**src/rtl/sliding_detector_window_buffer.sv**
```systemverilog
// Purpose: saturates per-lane residual errors and keeps the last D frames as one time-ordered window.
// Latency: a frame accepted at edge N is in errstream/bitstream, with out_valid, from cycle N+1.
// Backpressure: none; every accepted frame shifts in and every out_valid window must be consumed.
module sliding_detector_window_buffer #(
    parameter int width                  = 16,
    parameter int sliding_detector_depth = 2,
    parameter int in_error_bitwidth      = 10,
    parameter int est_error_bitwidth     = 8
) (
    input  logic                                 clk,
    input  logic                                 rstb,
    input  logic                                 in_valid,
    input  logic                                 flush,
    input  logic signed [in_error_bitwidth-1:0]  in_error [width],
    input  logic [width-1:0]                     in_bits,
    output logic signed [est_error_bitwidth-1:0] errstream [width*sliding_detector_depth],
    output logic [width*sliding_detector_depth-1:0] bitstream,
    output logic                                 out_valid,
    output logic [$clog2(sliding_detector_depth+1)-1:0] fill_count,
    output logic                                 sat_flag
);

    localparam int W  = width;
    localparam int D  = sliding_detector_depth;
    localparam int N  = W * D;
    localparam int E  = est_error_bitwidth;
    localparam int IW = in_error_bitwidth;
    localparam int FW = $clog2(D + 1);

    localparam logic signed [E-1:0]  EST_MAX = {1'b0, {(E-1){1'b1}}};
    localparam logic signed [E-1:0]  EST_MIN = {1'b1, {(E-1){1'b0}}};
    localparam logic signed [IW-1:0] IN_MAX  = IW'(EST_MAX);
    localparam logic signed [IW-1:0] IN_MIN  = IW'(EST_MIN);
    localparam logic [FW-1:0]        FULL    = FW'(D);
    localparam logic [FW-1:0]        ONE     = FW'(1);

    logic signed [E-1:0] sat_err [W];
    logic [W-1:0]        clip;
    logic [FW-1:0]       fill_next;

    always_comb begin
        for (int i = 0; i < W; i++) begin
            sat_err[i] = in_error[i][E-1:0];
            clip[i]    = 1'b0;
            if (in_error[i] > IN_MAX) begin
                sat_err[i] = EST_MAX;
                clip[i]    = 1'b1;
            end else if (in_error[i] < IN_MIN) begin
                sat_err[i] = EST_MIN;
                clip[i]    = 1'b1;
            end
        end
    end

    // Flush drops the count but still admits a same-cycle frame as the first one.
    always_comb begin
        fill_next = fill_count;
        if (flush) begin
            fill_next = in_valid ? ONE : '0;
        end else if (in_valid && (fill_count != FULL)) begin
            fill_next = fill_count + ONE;
        end
    end

    always_ff @(posedge clk) begin
        if (!rstb) begin
            for (int k = 0; k < N; k++) begin
                errstream[k] <= '0;
            end
            bitstream  <= '0;
            out_valid  <= 1'b0;
            fill_count <= '0;
            sat_flag   <= 1'b0;
        end else begin
            fill_count <= fill_next;
            out_valid  <= in_valid && (fill_next == FULL);
            if (in_valid) begin
                for (int k = 0; k < N - W; k++) begin
                    errstream[k] <= errstream[k+W];
                end
                for (int i = 0; i < W; i++) begin
                    errstream[N-W+i] <= sat_err[i];
                end
                bitstream <= {in_bits, bitstream[N-1:W]};
                sat_flag  <= |clip;
            end
        end
    end

endmodule

```
**config.mk**
```make
export PLATFORM = sky130hd
export DESIGN_NAME = sliding_detector_window_buffer
export DESIGN_NICKNAME = d
export VERILOG_FILES = /design/src/rtl/sliding_detector_window_buffer.sv
export SDC_FILE = /design/constraint.sdc
export NUM_CORES = 1
export LEC_CHECK = 0
export BUFFER_PORTS_ARGS = -buffer_cell sky130_fd_sc_hd__buf_2
export CAP_MARGIN = 10
export CORE_AREA = 10 10 176 178
export DETAILED_ROUTE_END_ITERATION = 7
export DIE_AREA = 0 0 186 188
export GPL_TIMING_DRIVEN = 0
export MAX_ROUTING_LAYER = met4
export PLACE_DENSITY = 0.74
export SYNTH_ARGS = -nofsm -noshare
export SYNTH_HDL_FRONTEND = slang
export SYNTH_SLANG_ARGS = --single-unit
```
**constraint.sdc**
```tcl
create_clock -name clk -period 2.7 [get_ports clk]
set_input_delay 0.675 -clock clk [delete_from_list [all_inputs] [get_ports clk]]
set_output_delay 0.675 -clock clk [all_outputs]
set_load 0.03 [all_outputs]
```
==> metrics.txt, run 1 <==
# TYPE chip_impl_metric gauge
chip_impl_info{name="most-common-layout-cells",value="sky130_fd_sc_hd__buf_2 (492), sky130_fd_sc_hd__dfxtp_1 (292), sky130_fd_sc_hd__mux2i_1 (176), sky130_fd_sc_hd__nor2b_1 (176), sky130_fd_sc_hd__nand2b_1 (113)"} 1
chip_impl_metric{name="drcViolationCount",unit=""} 0
chip_impl_metric{name="fillers",unit=""} 2472
chip_impl_info{name="crit_path_start",value="in_error[38]"} 1
chip_impl_metric{name="finalSetupViolCount",unit=""} 0
chip_impl_metric{name="cts_inserted_buffers",unit=""} 30
chip_impl_metric{name="drv.max_cap_violation_count",unit=""} 0
chip_impl_metric{name="routabilityCongestion",unit=""} 0.9133
chip_impl_metric{name="via_count_of_the_first_global_routing_pass",unit=""} 10520
chip_impl_metric{name="instance_count_on_the_critical_path",unit=""} 5
chip_impl_metric{name="fin_nets",unit=""} 1843
chip_impl_info{name="cell_with_the_largest_stage_delay_on_the_worst_path",value="sky130_fd_sc_hd__a221oi_1"} 1
chip_impl_info{name="mostFrequentLayoutCell",value="sky130_fd_sc_hd__buf_2"} 1
chip_impl_metric{name="initial_core_utilization",unit="%"} 42.95
chip_impl_metric{name="cp.required",unit="ns"} 3.14
chip_impl_metric{name="global_route.usage.total",unit="%"} 24.13
chip_impl_info{name="status",value="finished clean"} 1
chip_impl_metric{name="post_route_cells_drive_above_1_share",unit="%"} 31.93
chip_impl_metric{name="fin_worst_skew",unit="ns"} 0.01200
chip_impl_metric{name="ys_types",unit=""} 30
chip_impl_info{name="critPathCapture",value="sat_flag"} 1
chip_impl_metric{name="path_clk_slew",unit="ns"} 0.06
chip_impl_metric{name="yosysWarningCount",unit=""} 0
chip_impl_metric{name="place.detailed.hpwl",unit="mm"} 34.07
chip_impl_metric{name="final.min_clock_period",unit="ns"} 1.999
chip_impl_metric{name="synthCells",unit=""} 1161
chip_impl_metric{name="crit_path_max_incr_delay",unit="ns"} 0.81
chip_impl_metric{name="timing_hold_violations_final",unit=""} 0
chip_impl_info{name="clk_root_buffer_cell",value="sky130_fd_sc_hd__clkbuf_16"} 1
chip_impl_metric{name="io_buffer_count",unit=""} 469
chip_impl_info{name="cp_top_family",value="compound AO/OA/AOI/OAI gates"} 1
chip_impl_metric{name="largest_net_degree_at_the_start_of_global_routing",unit=""} 15
chip_impl_metric{name="fp-row-count",unit=""} 61
chip_impl_info{name="crit_path_start_kind",value="input port"} 1
chip_impl_metric{name="syn_avg_cell_area",unit="µm²"} 10.16
chip_impl_metric{name="clock_sinks",unit=""} 292
chip_impl_metric{name="count_of_vias_placed_by_the_detailed_router",unit=""} 10370
chip_impl_metric{name="area_growth",unit="%"} 31.74
chip_impl_metric{name="finalSetupTns",unit="ns"} 0
chip_impl_metric{name="drtIter0Drc",unit=""} 661
chip_impl_metric{name="synth-seq-area-share",unit="%"} 49.54
chip_impl_metric{name="max_slew_margin",unit="%"} 25.11
chip_impl_metric{name="max-clock-path-buffers",unit=""} 3
chip_impl_metric{name="post_cts_buffers",unit=""} 0
chip_impl_metric{name="first_pass_iters",unit=""} 7
chip_impl_metric{name="cts-resized-gates",unit=""} 0
chip_impl_metric{name="critical_path_buf_inv_count",unit=""} 1
chip_impl_metric{name="reg2regPathDepth",unit=""} 7
chip_impl_metric{name="grt_pass1_wl",unit="mm"} 63.59
chip_impl_metric{name="path_max_fanout",unit=""} 4
chip_impl_metric{name="worst_case_vdd_ir_drop",unit="V"} 0.0004796
chip_impl_info{name="reg2reg_to",value="out_valid"} 1
chip_impl_metric{name="global_route.overflow_total",unit=""} 0
chip_impl_metric{name="worst_pin_slew",unit="ns"} 1.123
chip_impl_metric{name="period_share",unit="%"} 74.02
chip_impl_metric{name="cellPowerDensity",unit="mW/mm²"} 660.0
chip_impl_metric{name="post_synthesis_register_bit_count",unit=""} 292
chip_impl_metric{name="cts-hold-fix-buffers",unit=""} 0
chip_impl_metric{name="clock_latency",unit="ns"} 0.56
chip_impl_metric{name="antenna_found_initial",unit=""} 8
chip_impl_metric{name="max_clock_freq",unit="MHz"} 500.3
chip_impl_info{name="unrepaired_setup_endpoints_after_global_routing",value="false"} 1
chip_impl_info{name="crit-reg2reg-launch",value="fill_count[0]"} 1
chip_impl_metric{name="postSynthNetCount",unit=""} 1342
chip_impl_info{name="crit_path_end_kind",value="register"} 1
chip_impl_info{name="hp-class",value="input port to register"} 1
chip_impl_metric{name="synth.cell_area",unit="mm²"} 0.01180
chip_impl_metric{name="x_dimension_of_the_die",unit="µm"} 186
chip_impl_metric{name="fin_worst_hold_slack",unit="ns"} 0.3294
chip_impl_info{name="timing_worst_setup_path_type",value="input port to register"} 1
chip_impl_metric{name="worst_endpoint_data_arrival_time",unit="ns"} 2.44
chip_impl_info{name="cts_tree",value="done"} 1
chip_impl_info{name="timing.critical_path.cells",value="buf_2 -> or3_1 -> a221oi_1 -> nand4_1 -> o221a_1"} 1
chip_impl_metric{name="floorplan.die.height",unit="µm"} 188
chip_impl_metric{name="routed_wirelength",unit="mm"} 43.64
chip_impl_metric{name="count_of_h_tree_levels_built_during_cts",unit=""} 1
chip_impl_metric{name="p_leak",unit="nW"} 7.194
chip_impl_metric{name="final_cell_count_no_fill",unit=""} 2035
chip_impl_metric{name="routed_wire_length_per_instance",unit="µm"} 21.44
chip_impl_metric{name="placedCellCount",unit=""} 1976
chip_impl_metric{name="finalMaxSlewViolations",unit=""} 0
chip_impl_metric{name="viasPerCell",unit=""} 5.097
chip_impl_metric{name="dieArea",unit="mm²"} 0.03497
chip_impl_metric{name="num_io_pins",unit=""} 472
chip_impl_metric{name="setup.reg_to_reg.worst_slack",unit="ns"} 1.20
chip_impl_metric{name="antenna_left",unit=""} 0
chip_impl_metric{name="fp.coreArea",unit="mm²"} 0.02748
-- how the worst min path moves through the flow --
| stage | slack, ns | depth (start not counted) | from | to |
|---|---|---|---|---|
| global placement | 0.47 | 2 | errstream[73] | errstream[73] |
| global route | 0.34 | 2 | flush | fill_count[1] |
| detailed placement | 0.48 | 2 | errstream[72] | errstream[72] |
| CTS | 0.31 | 2 | flush | fill_count[1] |
| floorplan | 0.60 | 2 | errstream[25] | errstream[25] |
| finish | 0.33 | 2 | flush | fill_count[1] |
-- routing by layer --
layer	vias to the layer above	share of wire (%)	track usage, %
met5	-	0	-
met4	0	3.7	9.181
met3	85	8.6	6.283
met2	423	49	40.43
met1	4853	39	26.89
li1	5012	-	-
-- area by class of cell --
class                      instances  area, µm²  area share, %
inverter                           1      3.754        0.02415
clock buffer                      42      847.1          5.449
timing repair buffer             469       2347          15.10
clock inverter                    10      100.1         0.6439
antenna                            7      17.52         0.1127
tap                              346      432.9          2.785
sequential                       292       5846          37.60
multi-input combinational        797       5655          36.38
buffer                            71      295.3          1.900
-- where the power goes --
part / switching, mW / internal, mW
Clock: 1.70 / 2.35
Combinational: 0.997 / 0.543
Sequential: 0.154 / 4.51
Total: 2.85 / 7.41
-- Yosys cell counts, drive strengths merged --
library cell | instances | area share [%]
a222oi | 1 | 0.085
mux2i | 176 | 15
nor3b | 1 | 0.064
a211oi | 1 | 0.064
buf | 23 | 0.98
and4b | 1 | 0.085
nand2 | 25 | 0.80
nor2b | 176 | 9.3
and3 | 2 | 0.11
and2 | 1 | 0.053
nand4 | 2 | 0.11
o22ai | 1 | 0.053
ha | 1 | 0.11
nand3 | 9 | 0.38
nor3 | 2 | 0.085
or3 | 9 | 0.48
o211ai | 49 | 3.1
o221a | 1 | 0.095
nor2 | 34 | 1.1
inv | 1 | 0.032
clkbuf | 48 | 1.5
dfxtp | 292 | 50
nand2b | 113 | 6.0
a21oi | 1 | 0.042
a21boi | 121 | 7.7
a221oi | 4 | 0.35
o21ai | 65 | 2.8
xor2 | 1 | 0.074
-- sequential cells by signal (all words and copies together) (netlist names) --
signal and cells:
out_valid 1, fill_count 2, errstream 256, bitstream 32, sat_flag 1
-- stage by stage --
| step | util, % | setup WS, ns | area (µm²) | power (mW) |
|---|---|---|---|---|
| 2_1_floorplan | - | 0.9026 | 11800 | 5.675 |
| 3_3_place_gp | 53.06 | 0.2625 | 14580 | 6.271 |
| 3_5_place_dp | 53.06 | 0.2550 | 14580 | 6.298 |
| 4_1_cts | 56.51 | 0.7743 | 15530 | 10.32 |
| 5_1_grt | 56.58 | 0.6980 | 15540 | 10.64 |
| 6_report | 56.58 | 0.7014 | 15540 | 10.26 |
-- cell families after synthesis --
group	share of synthesized area [%]
buffers and inverters	2.534
adder cells (fa/ha/maj)	0.1060
AO/OA/AOI/OAI	14.26
AND/OR/NAND/NOR	18.56
multiplexers	14.93
flip-flops	49.54
XOR/XNOR	0.07424
Power figures use the tool's default switching activity.
==> run 2: changes to the inputs <==
--- a/config.mk
+++ b/config.mk
@@ -5,11 +5,12 @@
 export SDC_FILE = /design/constraint.sdc
 export NUM_CORES = 1
 export LEC_CHECK = 0
+export ABC_AREA = 1
 export BUFFER_PORTS_ARGS = -buffer_cell sky130_fd_sc_hd__buf_2
 export CAP_MARGIN = 10
-export CORE_AREA = 10 10 176 178
+export CORE_AREA = 10 10 174 176
 export DETAILED_ROUTE_END_ITERATION = 7
-export DIE_AREA = 0 0 186 188
+export DIE_AREA = 0 0 184 186
 export GPL_TIMING_DRIVEN = 0
 export MAX_ROUTING_LAYER = met4
 export PLACE_DENSITY = 0.74
==> constraint.sdc (replaced) <==
create_clock -name clk -period 1.8 [get_ports clk]
set_input_delay 0.45 -clock clk [delete_from_list [all_inputs] [get_ports clk]]
set_output_delay 0.45 -clock clk [all_outputs]
set_load 0.03 [all_outputs]
==> run 2 against run 1 <==
Sequential share of layout area rose by 3.0 points. Final cell count up 9.7%. Worst setup slack got worse by 0.55 ns. Wire length up 0.71%. Synthesized area decreased by 9.7%. Core utilization fell by 2.7 points. Sequential cell count unchanged. Die area shrank 2.1%. Critical endpoint is now errstream[108].
==> metrics.txt, run 2 <==
# TYPE chip_impl_metric gauge
chip_impl_metric{name="io_buffer_count",unit=""} 470
chip_impl_info{name="status",value="finished clean"} 1
chip_impl_metric{name="drv.max_cap_violation_count",unit=""} 0
chip_impl_metric{name="max-clock-path-buffers",unit=""} 3
chip_impl_metric{name="first_pass_iters",unit=""} 6
chip_impl_metric{name="floorplan.die.height",unit="µm"} 186
chip_impl_metric{name="postSynthNetCount",unit=""} 1548
chip_impl_metric{name="post-place-ws",unit="ns"} -0.4134
chip_impl_metric{name="period_share",unit="%"} 91.65
chip_impl_info{name="yosys.cell_count.top_type",value="sky130_fd_sc_hd__nor2_1"} 1
chip_impl_metric{name="count_of_h_tree_levels_built_during_cts",unit=""} 1
chip_impl_metric{name="drtIter0Drc",unit=""} 833
chip_impl_metric{name="hold-path-cell-count",unit=""} 3
chip_impl_metric{name="largest_reg_flops",unit=""} 256
chip_impl_metric{name="power.net_switching",unit="mW"} 4.708
chip_impl_metric{name="drcViolationCount",unit=""} 0
chip_impl_metric{name="post_synthesis_register_bit_count",unit=""} 292
chip_impl_info{name="mostFrequentLayoutCell",value="sky130_fd_sc_hd__buf_2"} 1
chip_impl_metric{name="final.min_clock_period",unit="ns"} 1.650
chip_impl_metric{name="worst_case_vdd_ir_drop",unit="V"} 0.0006772
chip_impl_info{name="synth_flop_cell",value="sky130_fd_sc_hd__dfxtp_1"} 1
chip_impl_info{name="synth_common_cells",value="sky130_fd_sc_hd__nor2_1 (331), sky130_fd_sc_hd__o21ai_0 (295), sky130_fd_sc_hd__dfxtp_1 (292)"} 1
chip_impl_metric{name="placedCellCount",unit=""} 2178
chip_impl_metric{name="fin_worst_skew",unit="ns"} 0.009201
chip_impl_info{name="crit-reg2reg-launch",value="fill_count[0]"} 1
chip_impl_metric{name="fp.coreArea",unit="mm²"} 0.02673
chip_impl_metric{name="count_of_vias_placed_by_the_detailed_router",unit=""} 11510
chip_impl_metric{name="finalSetupViolCount",unit=""} 0
chip_impl_info{name="min_from",value="in_bits[14]"} 1
chip_impl_info{name="unrepaired_setup_endpoints_after_global_routing",value="false"} 1
chip_impl_metric{name="post_route_cells_drive_above_1_share",unit="%"} 30.08
chip_impl_metric{name="routed_wire_length_per_instance",unit="µm"} 19.69
chip_impl_info{name="clk_root_buffer_cell",value="sky130_fd_sc_hd__clkbuf_16"} 1
chip_impl_metric{name="synth-seq-area-share",unit="%"} 54.87
chip_impl_metric{name="dieArea",unit="mm²"} 0.03422
chip_impl_metric{name="synth_top_cell_area_share",unit="%"} 54.87
chip_impl_metric{name="seq_power_share",unit="%"} 45.0
chip_impl_info{name="reg2reg_to",value="out_valid"} 1
chip_impl_metric{name="cts-hold-fix-buffers",unit=""} 0
chip_impl_metric{name="cp.required",unit="ns"} 1.35
chip_impl_metric{name="syn_avg_cell_area",unit="µm²"} 7.794
chip_impl_metric{name="path_max_fanout",unit=""} 3
chip_impl_info{name="registers.top_by_ff_count",value="errstream"} 1
chip_impl_metric{name="largest_net_degree_at_the_start_of_global_routing",unit=""} 14
chip_impl_metric{name="instance_count_on_the_critical_path",unit=""} 1
chip_impl_info{name="synth_area_leader_cell",value="sky130_fd_sc_hd__dfxtp_1"} 1
chip_impl_metric{name="ys_types",unit=""} 24
chip_impl_metric{name="p_leak",unit="nW"} 6.978
chip_impl_info{name="crit_path_start_kind",value="register"} 1
chip_impl_info{name="crit_path_end_kind",value="output pin"} 1
chip_impl_info{name="hp-class",value="input port to register"} 1
chip_impl_metric{name="final_core_util",unit="%"} 53.87
chip_impl_metric{name="synth_enable_flop_cells",unit=""} 0
chip_impl_info{name="most-common-layout-cells",value="sky130_fd_sc_hd__buf_2 (481), sky130_fd_sc_hd__nor2_1 (331), sky130_fd_sc_hd__o21ai_0 (295)"} 1
chip_impl_metric{name="max_clock_freq",unit="MHz"} 606.2
chip_impl_metric{name="worst_endpoint_data_arrival_time",unit="ns"} 1.20
chip_impl_metric{name="finalSetupTns",unit="ns"} 0
chip_impl_metric{name="setup.reg_to_reg.worst_slack",unit="ns"} 0.57
chip_impl_metric{name="synthArstFlopShare",unit="%"} 0
chip_impl_metric{name="fp-row-count",unit=""} 60
chip_impl_metric{name="antenna_found_initial",unit=""} 3
chip_impl_metric{name="power.share.clock",unit="%"} 38.3
chip_impl_metric{name="global_route.overflow_total",unit=""} 0
chip_impl_metric{name="share_of_power_burned_in_combinational_logic",unit="%"} 16.7
chip_impl_metric{name="yosysWarningCount",unit=""} 0
chip_impl_metric{name="synthCells",unit=""} 1367
chip_impl_metric{name="place.detailed.hpwl",unit="mm"} 34.66
chip_impl_metric{name="synth.cell_area",unit="mm²"} 0.01065
chip_impl_metric{name="via_count_of_the_first_global_routing_pass",unit=""} 11040
chip_impl_info{name="timing_worst_setup_path_type",value="register to output pin"} 1
chip_impl_metric{name="cts_inserted_buffers",unit=""} 29
chip_impl_metric{name="num_io_pins",unit=""} 472
chip_impl_metric{name="clock_sinks",unit=""} 292
chip_impl_info{name="cell_with_the_largest_stage_delay_on_the_worst_path",value="sky130_fd_sc_hd__dfxtp_1"} 1
chip_impl_metric{name="clock_latency",unit="ns"} 0.54
chip_impl_info{name="crit_path_start",value="errstream[108]"} 1
chip_impl_metric{name="area_growth",unit="%"} 35.14
chip_impl_info{name="cp_top_family",value="flip-flops"} 1
chip_impl_metric{name="max_slew_margin",unit="%"} 45.21
chip_impl_metric{name="finalMaxSlewViolations",unit=""} 0
chip_impl_metric{name="reg2regPathDepth",unit=""} 7
chip_impl_metric{name="final_cell_count_no_fill",unit=""} 2232
chip_impl_info{name="cts_tree",value="done"} 1
chip_impl_metric{name="fin_nets",unit=""} 2049
chip_impl_metric{name="worst_pin_slew",unit="ns"} 0.8219
chip_impl_metric{name="initial_core_utilization",unit="%"} 39.86
chip_impl_info{name="critPathCapture",value="errstream[108]"} 1
chip_impl_info{name="timing.critical_path.cells",value="buf_2"} 1
chip_impl_metric{name="routed_wirelength",unit="mm"} 43.95
chip_impl_metric{name="global_route.usage.total",unit="%"} 24.67
chip_impl_info{name="reg_top3",value="errstream x256, bitstream x32, fill_count x2"} 1
chip_impl_metric{name="internal_cell_power",unit="mW"} 11.17
chip_impl_metric{name="antenna_left",unit=""} 0
chip_impl_info{name="synth_area_leaders",value="sky130_fd_sc_hd__dfxtp_1 (55%), sky130_fd_sc_hd__o21ai_0 (14%), sky130_fd_sc_hd__nor2_1 (12%)"} 1
chip_impl_metric{name="fin_ws",unit="ns"} 0.1503
chip_impl_metric{name="cellPowerDensity",unit="mW/mm²"} 1103
chip_impl_metric{name="viasPerCell",unit=""} 5.156
chip_impl_metric{name="critical_path_buf_inv_count",unit=""} 1
chip_impl_metric{name="grt_pass1_wl",unit="mm"} 64.63
chip_impl_metric{name="timing_hold_violations_final",unit=""} 0
chip_impl_metric{name="x_dimension_of_the_die",unit="µm"} 184
chip_impl_metric{name="path_clk_slew",unit="ns"} 0.07
chip_impl_metric{name="routabilityCongestion",unit=""} 0.9339
chip_impl_metric{name="crit_path_max_incr_delay",unit="ns"} 0.41
chip_impl_metric{name="netSwitchingFraction",unit="%"} 29.65
chip_impl_metric{name="overall_power_after_layout",unit="mW"} 15.88
==> run 2: power by group through the flow <==
stage          Sequential, mW  Combinational (mW)  Clock, mW
5_1_grt                  7.19                2.87       6.39
6_report                 7.15                2.65       6.08
3_5_place_dp             7.28                2.66          0
2_1_floorplan            8.03               0.824          0
4_1_cts                  7.14                2.67       6.11
3_3_place_gp             7.26                2.63          0
==> run 2: how the worst min path moves through the flow <==
stage / endpoint / slack (ns)
2_1_floorplan: bitstream[16] / 0.58
3_3_place_gp: errstream[127] / 0.46
3_5_place_dp: errstream[72] / 0.47
4_1_cts: bitstream[28] / 0.11
5_1_grt: bitstream[26] / 0.12
6_report: bitstream[30] / 0.12
==> run 2: final cells by class <==
cell class / instances / area [µm²]
Fill cell: 2562 / 12330
Sequential cell: 292 / 5846
Multi-Input combinational cell: 951 / 4228
Timing Repair Buffer: 470 / 2352
Clock buffer: 45 / 895.9
Buffer: 84 / 436.7
Tap cell: 341 / 426.7
Inverter: 40 / 150.1
Clock inverter: 6 / 55.05
Antenna cell: 3 / 7.507
==> run 2: kinds of logic after synthesis <==
logic type,after synthesis,synth area share (%)
compound gates,450,21.69
fa+ha+maj,1,0.1174
buf+inv,124,5.449
flops,292,54.87
simple gates,500,17.87
==> run 2: what timing repair did <==
item	CTS	global route
hold endpoints to repair	0	0
endpoints found under the setup margin	0	1
buffers inserted	0	0
resized for setup	0	2
==> run 2: per-layer routing <==
| metal | up-vias | GRT usage [%] | share of wire (%) |
|---|---|---|---|
| met2 | 545 | 42.83 | 49 |
| met5 | - | - | 0 |
| met3 | 80 | 5.830 | 9.2 |
| met4 | 0 | 6.981 | 2.5 |
| li1 | 5510 | - | - |
| met1 | 5373 | 27.83 | 39 |
==> run 2: stage by stage <==
step | hold slack, ns | cell area (µm²)
after floorplan | 0.5849 | 10650
after global placement | 0.4607 | 13430
after detailed placement | 0.4680 | 13430
after CTS | 0.1093 | 14380
after global routing | 0.1233 | 14400
final | 0.1214 | 14400
